File: config.mk
export PLATFORM = sky130hd
export DESIGN_NAME = trig_seq_ctrl
export DESIGN_NICKNAME = d
export VERILOG_FILES = /design/src/rtl/trig_ctrl_pkg.sv /design/src/rtl/trig_edge_sync.sv /design/src/rtl/trig_seq_ctrl.sv
export SDC_FILE = /design/constraint.sdc
export NUM_CORES = 1
export LEC_CHECK = 0
export ABC_CLOCK_PERIOD_IN_PS = 3400
export CORE_ASPECT_RATIO = 1.5
export CORE_UTILIZATION = 51
export DETAILED_ROUTE_END_ITERATION = 12
export GPL_TIMING_DRIVEN = 1
export PLACE_DENSITY = 0.77
export RECOVER_POWER = 50
export SLEW_MARGIN = 5
export SYNTH_ARGS = -nofsm -noshare
export SYNTH_HDL_FRONTEND = slang
export SYNTH_SLANG_ARGS = --single-unit
File: constraint.sdc
create_clock -name I_clk_250mhz -period 3.4 [get_ports I_clk_250mhz]
set_input_delay 0.51 -clock I_clk_250mhz [delete_from_list [all_inputs] [get_ports I_clk_250mhz]]
set_output_delay 0.51 -clock I_clk_250mhz [all_outputs]
set_load 0.03 [all_outputs]
File: src/rtl/trig_ctrl_pkg.sv
// Shared definitions for the trigger sequencer: FSM encoding, default
// widths and the reset values of the configuration shadow registers.
package trig_ctrl_pkg;

  localparam int unsigned CNT_W_DEF = 16;
  localparam int unsigned PER_W_DEF = 24;

  typedef enum logic [2:0] {
    ST_IDLE  = 3'd0,
    ST_ARM   = 3'd1,
    ST_PULSE = 3'd2,
    ST_GAP   = 3'd3,
    ST_DONE  = 3'd4
  } trig_state_e;

  localparam int unsigned SHD_PERIOD_RST = 1000;
  localparam logic [7:0]  SHD_WIDTH_RST  = 8'd1;
  localparam int unsigned SHD_COUNT_RST  = 1;
  localparam logic        SHD_SRC_RST    = 1'b0;
  localparam logic        SRC_EXT        = 1'b1;

  // A programmed width of zero still produces a one-clock pulse.
  function automatic logic [7:0] eff_width(input logic [7:0] width);
    logic [7:0] w;
    if (width == 8'd0) begin
      w = 8'd1;
    end else begin
      w = width;
    end
    return w;
  endfunction

endpackage

File: src/rtl/trig_edge_sync.sv
// Two-flop synchronizer for the asynchronous external trigger followed by
// an edge-history flop; rise_o is high for one clock per rising edge.
module trig_edge_sync (
  input  logic clk,
  input  logic rst_n,
  input  logic async_i,
  output logic rise_o
);

  logic meta_q, meta_d;
  logic sync_q, sync_d;
  logic prev_q, prev_d;

  // Next values of the synchronizer chain and the edge history.
  always_comb begin
    meta_d = async_i;
    sync_d = meta_q;
    prev_d = sync_q;
  end

  // Synchronizer and edge-history flops, cleared by reset.
  always_ff @(posedge clk or negedge rst_n) begin
    if (!rst_n) begin
      meta_q <= 1'b0;
      sync_q <= 1'b0;
      prev_q <= 1'b0;
    end else begin
      meta_q <= meta_d;
      sync_q <= sync_d;
      prev_q <= prev_d;
    end
  end

  assign rise_o = sync_q & ~prev_q;

endmodule

File: src/rtl/trig_seq_ctrl.sv
// Trigger sequencer: issues a run of fixed-width trigger pulses, either
// on an internal period or on synchronized external edges, gated by the
// idle flags of the downstream delay channels.
module trig_seq_ctrl
  import trig_ctrl_pkg::*;
#(
  parameter int unsigned CNT_W = CNT_W_DEF,
  parameter int unsigned PER_W = PER_W_DEF
) (
  input  logic             I_clk_250mhz,
  input  logic             I_rst_n,
  input  logic             I_cfg_wr,
  input  logic [PER_W-1:0] I_cfg_period,
  input  logic [7:0]       I_cfg_width,
  input  logic [CNT_W-1:0] I_cfg_count,
  input  logic             I_cfg_src,
  input  logic             I_start,
  input  logic             I_stop,
  input  logic             I_ext_trig,
  input  logic [3:0]       I_ch_idle,
  output logic             O_trig,
  output logic             O_busy,
  output logic             O_done,
  output logic             O_cfg_err,
  output logic             O_overrun,
  output logic [CNT_W-1:0] O_trig_cnt,
  output logic [2:0]       O_state
);

  trig_state_e      state_q, state_d;
  logic [PER_W-1:0] period_q, period_d;
  logic [7:0]       width_q, width_d;
  logic [CNT_W-1:0] count_q, count_d;
  logic             src_q, src_d;
  logic [PER_W-1:0] pcnt_q, pcnt_d;
  logic [CNT_W-1:0] trig_cnt_q, trig_cnt_d;
  logic             overrun_q, overrun_d;
  logic             cfg_err_q, cfg_err_d;
  logic             done_q, done_d;
  logic             busy_q, busy_d;
  logic             trig_q, trig_d;

  logic             ext_rise_s;
  logic             all_idle_s;
  logic             pulse_last_s;
  logic             gap_last_s;
  logic             start_ok_s;
  logic [PER_W-1:0] cur_ew_s;
  logic [PER_W-1:0] nxt_ew_s;

  trig_edge_sync u_edge_sync (
    .clk     (I_clk_250mhz),
    .rst_n   (I_rst_n),
    .async_i (I_ext_trig),
    .rise_o  (ext_rise_s)
  );

  // Decode the conditions the sequencer reacts to. A start issued together
  // with a config write is validated against the values being written, so
  // a run can never begin with an inconsistent configuration.
  always_comb begin
    all_idle_s   = (I_ch_idle == 4'hF);
    cur_ew_s     = PER_W'(eff_width(width_q));
    pulse_last_s = (pcnt_q == (cur_ew_s - PER_W'(1)));
    gap_last_s   = (pcnt_q == (period_q - PER_W'(1)));
    if (I_cfg_wr) begin
      nxt_ew_s   = PER_W'(eff_width(I_cfg_width));
      start_ok_s = I_cfg_src | (I_cfg_period > nxt_ew_s);
    end else begin
      nxt_ew_s   = cur_ew_s;
      start_ok_s = src_q | (period_q > cur_ew_s);
    end
  end

  // Next-state, shadow, counter and output computation.
  always_comb begin
    state_d    = state_q;
    period_d   = period_q;
    width_d    = width_q;
    count_d    = count_q;
    src_d      = src_q;
    pcnt_d     = pcnt_q;
    trig_cnt_d = trig_cnt_q;
    overrun_d  = overrun_q;
    cfg_err_d  = 1'b0;

    if (I_stop && (state_q != ST_IDLE)) begin
      state_d = ST_IDLE;
    end else begin
      case (state_q)
        ST_IDLE: begin
          if (I_cfg_wr) begin
            period_d = I_cfg_period;
            width_d  = I_cfg_width;
            count_d  = I_cfg_count;
            src_d    = I_cfg_src;
          end else begin
            period_d = period_q;
          end
          if (I_start && !I_stop) begin
            if (start_ok_s) begin
              state_d    = ST_ARM;
              trig_cnt_d = {CNT_W{1'b0}};
              overrun_d  = 1'b0;
            end else begin
              cfg_err_d  = 1'b1;
            end
          end else begin
            cfg_err_d = 1'b0;
          end
        end
        ST_ARM: begin
          // An external edge seen while a channel is busy is simply lost.
          if (all_idle_s && ((src_q != SRC_EXT) || ext_rise_s)) begin
            state_d = ST_PULSE;
          end else begin
            state_d = ST_ARM;
          end
        end
        ST_PULSE: begin
          pcnt_d = pcnt_q + PER_W'(1);
          if (pulse_last_s) begin
            if ((count_q != {CNT_W{1'b0}}) && (trig_cnt_q == count_q)) begin
              state_d = ST_DONE;
            end else if (src_q == SRC_EXT) begin
              state_d = ST_ARM;
            end else begin
              state_d = ST_GAP;
            end
          end else begin
            state_d = ST_PULSE;
          end
        end
        ST_GAP: begin
          pcnt_d = pcnt_q + PER_W'(1);
          if (gap_last_s) begin
            if (all_idle_s) begin
              state_d = ST_PULSE;
            end else begin
              // Slot missed: flag it and wait for the channels in ARM.
              overrun_d = 1'b1;
              state_d   = ST_ARM;
            end
          end else begin
            state_d = ST_GAP;
          end
        end
        ST_DONE: begin
          state_d = ST_IDLE;
        end
        default: begin
          state_d = ST_IDLE;
        end
      endcase
    end

    // Entering PULSE restarts the period counter and counts the trigger.
    if ((state_d == ST_PULSE) && (state_q != ST_PULSE)) begin
      pcnt_d = {PER_W{1'b0}};
      if (trig_cnt_q != {CNT_W{1'b1}}) begin
        trig_cnt_d = trig_cnt_q + CNT_W'(1);
      end else begin
        trig_cnt_d = trig_cnt_q;
      end
    end else if ((state_d != ST_PULSE) && (state_d != ST_GAP)) begin
      pcnt_d = {PER_W{1'b0}};
    end else begin
      trig_cnt_d = trig_cnt_d;
    end

    trig_d = (state_d == ST_PULSE);
    done_d = (state_d == ST_DONE);
    busy_d = (state_d == ST_ARM) || (state_d == ST_PULSE) || (state_d == ST_GAP);
  end

  // Registers; reset clears everything and reloads the default shadows.
  always_ff @(posedge I_clk_250mhz or negedge I_rst_n) begin
    if (!I_rst_n) begin
      state_q    <= ST_IDLE;
      period_q   <= PER_W'(SHD_PERIOD_RST);
      width_q    <= SHD_WIDTH_RST;
      count_q    <= CNT_W'(SHD_COUNT_RST);
      src_q      <= SHD_SRC_RST;
      pcnt_q     <= {PER_W{1'b0}};
      trig_cnt_q <= {CNT_W{1'b0}};
      overrun_q  <= 1'b0;
      cfg_err_q  <= 1'b0;
      done_q     <= 1'b0;
      busy_q     <= 1'b0;
      trig_q     <= 1'b0;
    end else begin
      state_q    <= state_d;
      period_q   <= period_d;
      width_q    <= width_d;
      count_q    <= count_d;
      src_q      <= src_d;
      pcnt_q     <= pcnt_d;
      trig_cnt_q <= trig_cnt_d;
      overrun_q  <= overrun_d;
      cfg_err_q  <= cfg_err_d;
      done_q     <= done_d;
      busy_q     <= busy_d;
      trig_q     <= trig_d;
    end
  end

  assign O_trig     = trig_q;
  assign O_busy     = busy_q;
  assign O_done     = done_q;
  assign O_cfg_err  = cfg_err_q;
  assign O_overrun  = overrun_q;
  assign O_trig_cnt = trig_cnt_q;
  assign O_state    = state_q;

endmodule

# Word level (Yosys, flattened, before mapping)

Cells that the tools add are included.
Widths: inputs -> output; s select.

Bits in registers: 100
Bits of input ports: 59
Output and inout bits: 24
Logic and storage cells: 107

Add/sub/neg operators: 4
$lt $le $gt $ge: 2
Equality and inequality tests: 22
Mux-type cells: 33
Bitwise logic cells: 6
Reduce and logical (&&, ||, !) cells: 25

Operator list:

| cell                  | count |
|---|---|
| $mux 16               | 6 |
| $mux 24               | 4 |
| $eq 24x24->1          | 2 |
| $gt 24x8->1           | 2 |
| $add 24x1->24 const B | 1 |
| $mux 8                | 3 |
| $sub 24x1->24 const B | 1 |
| $mux 3                | 6 |
| $add 16x1->16 const B | 1 |
| $eq 16x16->1          | 1 |
| $logic_not 8->1       | 2 |
| $ne 16x16->1 const B  | 1 |
| $reduce_bool 16->1    | 1 |
| $eq 3x2->1 const B    | 4 |
| $pmux 3 s4            | 1 |
| $mux 1                | 9 |
| $ne 3x2->1 const B    | 3 |
| $sub 8x1->9 const B   | 1 |
| $ne 2x2->1 const B    | 4 |
| $reduce_bool 2->1     | 4 |
| $eq 3x1->1 const B    | 2 |
| $logic_and 1x1->1     | 6 |
| $mux 2                | 3 |
| $reduce_and 6->1      | 1 |
| other kinds (16)      | 23 |

# Depth between registers and ports, before layout

Gate-level depths: netlist of run 1.

Depth after elaboration: 14
Depth in mapped cells: 16
Mapped depth without buffers: 14

# Modules after synthesis

Synthesis of run 1 repeated with hierarchy kept, for this count alone.

Cells, all modules: 658
Area, all modules: 6273.5 um2

Modules (own cells, without submodules):

| module         | instances | cells an instance | area each (um2) | sequential area each (um2) |
|---|---|---|---|---|
| trig_seq_ctrl  | 1         | 654               | 6184.7          | 2437.3 |
| trig_edge_sync | 1         | 4                 | 88.8            | 75.1 |

# Worst setup path after synthesis of run 1

Ideal clock, no wire load.

Path kind: register -> register
Start point: reg period_q[0]
End point: reg trig_cnt_q[3] (netlist: O_trig_cnt[3])
Setup time: 0.119 ns
Arrival time: 3.579 ns
Data required time: 3.281 ns
Path slack: -0.298 ns
Cell stages (with the launch flop): 13
Buffers on the path: 2
Period minus slack after synthesis: 3.698 ns
Cells stage by stage: dfrtp_1 inv_1 ha_1 or3b_2 clkbuf_1 or4b_2 nor4b_1 nor3_1 or4_4 o21ai_4 buf_6 nor4_1 o21a_1

Cells in the longest elaborated chain, start to end: 11
Elaborated cells between the ends (all ways): 19
Classes of those cells: add/sub: 1; order compare: 1; eq/ne: 4; mux: 7; bitwise: 1; reduce/logical: 5

Ends and longest elaborated chain:

| element                                                                | RTL line             | RTL |
|---|---|---|
| start, declared                                                        | trig_seq_ctrl.sv:31  | `logic [PER_W-1:0] period_q, period_d;` |
| start signal, assigned                                                 | trig_seq_ctrl.sv:180 | `period_q <= PER_W'(SHD_PERIOD_RST);` |
| start signal, assigned                                                 | trig_seq_ctrl.sv:193 | `period_q <= period_d;` |
| parallel branches: the longest is 11 deep, another holds $sub 24x1->24 | -                    |  |
| end signal, assigned                                                   | trig_seq_ctrl.sv:185 | `trig_cnt_q <= {CNT_W{1'b0}};` |
| end signal, assigned                                                   | trig_seq_ctrl.sv:198 | `trig_cnt_q <= trig_cnt_d;` |
| end, declared                                                          | trig_seq_ctrl.sv:36  | `logic [CNT_W-1:0] trig_cnt_q, trig_cnt_d;` |

Several ways; the timed one is not identified.
A chain may end at the register's enable or synchronous reset.

# Worst setup path in the final report of run 1

Start point: reg period_q[11]
End point: reg trig_cnt_q[6] (netlist: O_trig_cnt[6])

The elaborated chain is that of the path after synthesis.

==> flow_metrics.env, run 1 <==
export IMPL_numCtsBuffers=9
export IMPL_synth_nets=758
export IMPL_post_route_drc_count=0
export IMPL_end_kind="register"
export IMPL_rsz0062_at_grt="true"
export IMPL_synth_area_um2=6480
export IMPL_start_kind="register"
export IMPL_clk_transition_reported_paths_ns=0.08
export IMPL_worst_skew_pair_late_latency_ns=0.36
export IMPL_crit_type="register to register"
export IMPL_cts_tree="yes"
export IMPL_grt_overflow=0
export IMPL_maxCapViolations=1
export IMPL_cts_hold_buf=0
export IMPL_yosysSeqAreaShare_pct=38.8
export IMPL_first_iter_violations=351
export IMPL_die_h_um=140
export IMPL_crit_arrival_ns=3.95
export IMPL_diodes=0
export IMPL_synth_edf_count=0
export IMPL_skew_ns=0.0132
export IMPL_period_minus_slack_ns=3.68
export IMPL_drive_gt1_share_pct=26.3
export IMPL_port_buffers=82
export IMPL_die_w_um=94.0
export IMPL_grt_first_pass_wirelength_mm=30.5
export IMPL_slew_limit_headroom_pct=-46.4
export IMPL_hold_path_class="register to register"
export IMPL_clockRootBuffer="clkbuf_16"
export IMPL_power_leakage_nw=3.52
export IMPL_fmax_ghz=0.272
export IMPL_fillers=924
export IMPL_yosysWarnings=0
export IMPL_cts_buffer_depth=2
export IMPL_finalCritPeriodShare_pct=108
export IMPL_avgSynthCellArea_um2=9.54
export IMPL_clock_sinks=100
export IMPL_totalNegativeSetupSlack_ns=-9.78
export IMPL_start_util_pct=52.0
export IMPL_grtUsageTotal_pct=29.9
export IMPL_hpwlAfterDp_mm=14.4
export IMPL_worst_slack_ns=-0.276
export IMPL_fp_dieArea_um2=13200
export IMPL_pin_count=83
export IMPL_cellPowerDensity_nw_per_um2=389
export IMPL_antenna_left=0
export IMPL_violations="capacitance limit, slew limit, setup timing"
export IMPL_dp_slack_ns=-0.461
export IMPL_hold_viol=0
export IMPL_multiInputGateArea_um2=3990
export IMPL_tightest_slew_ns=2.20
export IMPL_ir_worst_vdd_v=0.000280
export IMPL_vias_per_cell=6.18
export IMPL_dp_cells=966
export IMPL_ys_ff_latch=100
export IMPL_required_ns=3.67
export IMPL_fin_nets=917
export IMPL_holdWs_ns=0.340
export IMPL_ys_flop_type="dfrtp_1"
export IMPL_num_rows=50
export IMPL_grt_pass1_vias=6309
export IMPL_synthCells=679
export IMPL_drt_wl_total_mm=19.9
export IMPL_final_cells=999
export IMPL_cts_max_level=3
export IMPL_status="complete, but fails checks"
export IMPL_slew_viol_final=44
export IMPL_vias=6175
export IMPL_regArea_um2=2510
export IMPL_utilization_pct=70.8
export IMPL_setup_viol=43
export IMPL_grt_start_max_net_pins=60
export IMPL_antenna_found_initial=0
export IMPL_path_max_fanout=6
export IMPL_synthArstFlopShare_pct=100
export IMPL_place_congestion=0.907
export IMPL_coreArea_um2=12400
export IMPL_post_drt_wl_per_cell_um=20.0
export IMPL_drt_first_pass_iters=5
export IMPL_synth_cell_types=67
export IMPL_syn_to_final_growth_pct=36.0
## flip-flops by register name, summed over array words and instances, names as in the netlist
register / count
period_q: 24
count_q: 16
O_overrun: 1
u_edge_sync.meta_q: 1
O_trig: 1
O_cfg_err: 1
src_q: 1
width_q: 8
O_done: 1
O_busy: 1
u_edge_sync.prev_d: 1
O_trig_cnt: 16
pcnt_q: 24
O_state: 3
u_edge_sync.prev_q: 1
## critical path: stages (launching register included)
cell and delay [ns]:
dfrtp_1 0.39, or4_4 0.57, buf_6 0.15, or4_4 0.47, nor4_4 0.17, o2111ai_1 0.13, or4_4 0.53, nor4b_4 0.22
buf_4 0.18, a21oi_2 0.07, or4_1 0.53, a21oi_1 0.18
## synth_stat cells (6+ instances only)
cell type / number / area (um^2)
a21oi_1: 25 / 125
a31oi_1: 6 / 37.5
and3_1: 14 / 87.6
and4_1: 7 / 61.3
clkbuf_1: 25 / 93.8
dfrtp_1: 92 / 2300
dfstp_2: 8 / 210
ha_1: 20 / 250
inv_1: 27 / 101
mux2_2: 40 / 450
mux2i_1: 6 / 60.1
nand2_1: 46 / 173
nand2b_1: 10 / 62.6
nand3_1: 21 / 105
nand4_1: 23 / 144
nor2_1: 47 / 176
nor3_1: 12 / 60.1
nor4_1: 30 / 188
nor4b_1: 6 / 52.6
o211ai_1: 7 / 52.6
o21ai_0: 19 / 95.1
o31ai_1: 9 / 67.6
or3_1: 6 / 37.5
or4_1: 16 / 120
xnor2_1: 48 / 420
xor2_1: 26 / 228
## cell families (layout without fill, tap and decap cells)
family / count (synthesis) / count (layout) / synth area share, %
compound gates: 105 / 106 / 11.1
mux: 46 / 46 / 7.88
simple gates: 271 / 271 / 24.1
fa+ha+maj: 20 / 20 / 3.86
xor+xnor: 74 / 74 / 10.0
flops: 100 / 100 / 38.8
buf+inv: 63 / 226 / 4.29
## report_power, final
part | total (mW) | switching [mW] | internal [mW]
Combinational | 0.888 | 0.437 | 0.452
Sequential | 1.40 | 0.104 | 1.29
Clock | 1.14 | 0.471 | 0.670
## routing by layer
metal	vias to the layer above	global-route usage, %	share of wire, %
met1	3036	31.9	38
met3	76	4.34	4.1
met4	0	16.6	4.4
li1	2820	-	-
met5	-	0	0
met2	243	55.1	54
## final timing paths
| path | from | to | slack (ns) | cells past startpoint |
|---|---|---|---|---|
| worst max-delay path | period_q[11] | O_trig_cnt[6] | -0.28 | 11 |
| worst min-delay path | u_edge_sync.meta_q | u_edge_sync.prev_d | 0.34 | 0 |
| worst max register to register | period_q[11] | O_trig_cnt[6] | -0.28 | 11 |
| worst min register to register | u_edge_sync.meta_q | u_edge_sync.prev_d | 0.34 | 0 |
| max in group asynchronous | I_rst_n | u_edge_sync.prev_q | 0.70 | 2 |
| min in group asynchronous | I_rst_n | count_q[12] | 0.79 | 1 |
## final cells by class
cell class | instances | area share (%)
inverters | 29 | 1.24
flip-flops and latches | 100 | 28.5
clock buffers | 11 | 2.76
repair buffers | 181 | 19.0
clock inverters | 5 | 0.966
well taps | 156 | 2.22
multi-input cells | 517 | 45.3
## metrics by stage
step / power (mW) / instance area, um^2
after detailed placement: 2.24 / 8050
after global placement: 2.20 / 8050
after global routing: 3.58 / 8810
final: 3.43 / 8810
after CTS: 3.41 / 8530
after floorplan: 1.86 / 6550
## cells in the final DEF (no fill, tap or decap), types with 6 or more instances in the layout
| cell | instances |
|---|---|
| inv_1 | 25 |
| nand2_1 | 45 |
| and3_1 | 14 |
| clkbuf_16 | 12 |
| xnor2_1 | 48 |
| dfstp_2 | 8 |
| mux2_2 | 40 |
| or4_4 | 11 |
| a21oi_1 | 20 |
| o21ai_0 | 17 |
| nand2b_1 | 10 |
| clkdlybuf4s50_1 | 80 |
| ha_1 | 19 |
| and4_1 | 7 |
| xor2_1 | 26 |
| nor2_1 | 47 |
| buf_4 | 84 |
| nand4_1 | 23 |
| o211ai_1 | 7 |
| nand3_1 | 20 |
| nor3_1 | 12 |
| o31ai_1 | 8 |
| a31oi_1 | 6 |
| buf_6 | 6 |
| or4_1 | 8 |
| nor4_1 | 27 |
| mux2i_1 | 6 |
| dfrtp_1 | 92 |
## timing repair
action | CTS | global route
endpoints found under the hold margin | 0 | 0
gates cloned | 1 | 6
pin swaps | 4 | 16
resized for setup | 20 | 32
setup buffers | 5 | 6
endpoints found under the setup margin | 43 | 44
Power figures use the tool's default switching activity.
==> run 2, diff against run 1 <==
PLACE_DENSITY = 0.78   (was 0.77)
SYNTH_HIERARCHICAL = 1   (was default)
==> run 2 against run 1 <==
  * The flow finishes with violations (capacitance limit, slew limit)
  * Core utilization shrank 5.0 points
  * Routed wire length shrank 12%
  * Register-to-register slack gained 0.33 ns
  * Sequential share of layout area grew 3.3 points
  * Clock power shrank 11%
  * Maximum frequency grew 9.9%
  * Global-route usage shrank 1.4 points
  * Largest cell class unchanged
  * Highest routed layer unchanged
==> flow_metrics.env, run 2 <==
export IMPL_cellPowerDensity_nw_per_um2=680
export IMPL_most_common_layout_cells="dfrtp_1, clkdlybuf4s50_1, nor2_1"
export IMPL_grt_start_max_net_pins=60
export IMPL_worstRegToRegCells=12
export IMPL_die_h_um=138
export IMPL_setup_viol=0
export IMPL_r2r_end="O_trig_cnt[1]"
export IMPL_crit_path_frequent_cell="or4b_4"
export IMPL_startpoint="period_q[1]"
export IMPL_post_route_drc_count=0
export IMPL_num_rows=49
export IMPL_drive_gt1_share_pct=17.5
export IMPL_start_kind="register"
export IMPL_largestRegisters="pcnt_q (24), period_q (24)"
export IMPL_numCtsBuffers=9
export IMPL_avgSynthCellArea_um2=9.53
export IMPL_drt_wl_total_mm=17.6
export IMPL_port_buffers=82
export IMPL_swShare_pct=39.5
export IMPL_dp_cells=908
export IMPL_grtUsageTotal_pct=28.5
export IMPL_synth_area_um2=6270
export IMPL_synth_top_area_share_pct=36.7
export IMPL_grt_pass1_vias=5754
export IMPL_required_ns=3.65
export IMPL_rsz0062_at_grt="true"
export IMPL_synthTopCellsByArea="dfrtp_1, mux2_2, xor2_1"
export IMPL_syn_to_final_growth_pct=26.0
export IMPL_ir_worst_vdd_v=0.000493
export IMPL_synth_edf_count=0
export IMPL_hpwlAfterDp_mm=13.4
export IMPL_totalNegativeSetupSlack_ns=0
export IMPL_maxCapViolations=1
export IMPL_clock_sinks=100
export IMPL_post_drt_wl_per_cell_um=19.0
export IMPL_first_iter_violations=327
export IMPL_end_kind="register"
export IMPL_yosysMostFrequentCell="dfrtp_1"
export IMPL_diodes=0
export IMPL_finalCritPeriodShare_pct=98.4
export IMPL_final_common_cell="dfrtp_1"
export IMPL_pin_count=83
export IMPL_ys_top_cells_by_count="dfrtp_1, nor2_1, nand2_1, xor2_1, mux2_2"
export IMPL_crit_type="register to register"
export IMPL_dpl_cell_area_um2=7510
export IMPL_finalInstanceArea_um2=7910
export IMPL_cts_buffer_depth=2
export IMPL_die_w_um=92.6
export IMPL_reg2reg_from="period_q[1]"
export IMPL_coreArea_um2=12000
export IMPL_status="complete, but fails checks"
export IMPL_fin_nets=847
export IMPL_hold_path_class="register to register"
export IMPL_fmax_ghz=0.299
export IMPL_p_int_mw=3.25
export IMPL_synth_cell_types=70
export IMPL_ys_ff_latch=100
export IMPL_hold_viol=0
export IMPL_antenna_found_initial=0
export IMPL_crit_arrival_ns=3.59
export IMPL_ff2ff_setup_slack_ns=0.05
export IMPL_power_frac_seq_pct=36.8
export IMPL_antenna_left=0
export IMPL_slew_viol_final=43
export IMPL_fp_dieArea_um2=12800
export IMPL_grt_overflow=0
export IMPL_power_leakage_nw=3.24
export IMPL_vias_per_cell=6.03
export IMPL_critPathMaxStageDelay_ns=0.53
export IMPL_slew_limit_headroom_pct=-53.7
export IMPL_combPwrFrac_pct=44.3
export IMPL_clockRootBuffer="clkbuf_16"
export IMPL_start_util_pct=52.2
export IMPL_skew_ns=0.00862
export IMPL_place_congestion=0.931
export IMPL_critPathCapture="O_trig_cnt[1]"
export IMPL_ys_flop_type="dfrtp_1"
export IMPL_path_max_fanout=14
export IMPL_vias=5584
export IMPL_violations="capacitance limit, slew limit"
export IMPL_yosysSeqAreaShare_pct=40.0
export IMPL_cts_tree="yes"
export IMPL_power_switching_mw=2.12
export IMPL_grt_first_pass_wirelength_mm=28.1
export IMPL_yosysWarnings=6
export IMPL_cts_max_level=3
export IMPL_pwr_share_clk_pct=18.9
export IMPL_worst_skew_pair_late_latency_ns=0.35
export IMPL_crit_path_top_delay_cell="or4b_4"
export IMPL_yosys_area_top_type="dfrtp_1"
export IMPL_final_cells=926
export IMPL_crit_chain="inv_2, ha_4, or4b_4, o32a_1, a31oi_1, or4b_4, nor4b_4, a21boi_2, o211ai_4, clkbuf_16, mux2i_1, nor2_1"
export IMPL_tightest_slew_ns=2.31
export IMPL_synthArstFlopShare_pct=100
export IMPL_period_minus_slack_ns=3.35
export IMPL_cts_hold_buf=0
export IMPL_synth_nets=737
export IMPL_clk_transition_reported_paths_ns=0.07
export IMPL_drt_first_pass_iters=5
export IMPL_synthCells=658
## run 2: metrics by stage
stage | total power [mW] | setup slack [ns] | hold WS, ns | util [%]
after floorplan | 3.37 | 0.00669 | 0.214 | -
after global placement | 4.13 | 0.0505 | 0.335 | 62.5
after detailed placement | 4.25 | -0.0544 | 0.340 | 62.5
after CTS | 5.29 | 0.0157 | 0.165 | 65.1
after global routing | 5.70 | -0.0959 | 0.358 | 65.8
final | 5.37 | 0.0533 | 0.356 | 65.8
## run 2: logic make-up (layout without fill, tap and decap cells)
family | count (synthesis) | in the layout | share of synthesized area (%)
adders and majority gates | 20 | 20 | 3.99
and+or+nand+nor | 257 | 257 | 23.0
AOI/OAI and AO/OA | 110 | 110 | 11.6
buffers and inverters | 58 | 173 | 4.03
muxes | 41 | 41 | 7.30
DFF | 100 | 100 | 40.0
xor gates and xnor gates | 72 | 72 | 10.1
## run 2: how the worst min path moves through the flow
| stage | start | to | slack [ns] | cells past startpoint |
|---|---|---|---|---|
| 2_1_floorplan | I_rst_n | O_busy | 0.21 | 0 |
| 3_5_place_dp | u_edge_sync/meta_q | u_edge_sync/prev_d | 0.34 | 0 |
| 6_report | u_edge_sync/meta_q | u_edge_sync/prev_d | 0.36 | 0 |
| 5_1_grt | u_edge_sync/meta_q | u_edge_sync/prev_d | 0.36 | 0 |
| 3_3_place_gp | u_edge_sync/meta_q | u_edge_sync/prev_d | 0.34 | 0 |
| 4_1_cts | I_rst_n | pcnt_q[9] | 0.16 | 1 |
## run 2: routing by layer
metal,global-route usage (%),share of wire [%],wire length [um]
met1,30.2,38,6600
met4,15.0,4.4,779
met2,52.5,53,9260
met5,0,0,0
met3,6.29,5.3,922
## run 2: power groups by stage
stage	combinational, mW	clock, mW	sequential [mW]
after floorplan	1.43	0	1.93
after global placement	2.17	0	1.96
after detailed placement	2.27	0	1.98
after CTS	2.29	1.03	1.96
after global routing	2.59	1.09	2.02
final	2.38	1.02	1.98
## run 2: cell type report
cell class / count / area [um^2]
tap: 153 / 191
fill: 986 / 4110
sequential: 100 / 2510
multi-input combinational: 500 / 3590
clock buffer: 10 / 239
timing repair buffer: 125 / 1190
clock inverter: 6 / 56.3
inverter: 32 / 120
## run 2: worst max-delay path: cells and delay by family, from the launching register on
| family | cells | cell delay [ns] |
|---|---|---|
| and+or+nand+nor | 4 | 1.33 |
| AOI/OAI and AO/OA | 4 | 0.86 |
| DFF | 1 | 0.40 |
| buffers and inverters | 2 | 0.31 |
| muxes | 1 | 0.19 |
| adders and majority gates | 1 | 0.14 |
## run 2: repair_timing
action                     4_1_cts  5_1_grt
pin swaps                        3        6
gates cloned                     0        1
gates resized for setup          5       16
buffers inserted                 0        1
setup endpoints to repair       37       41
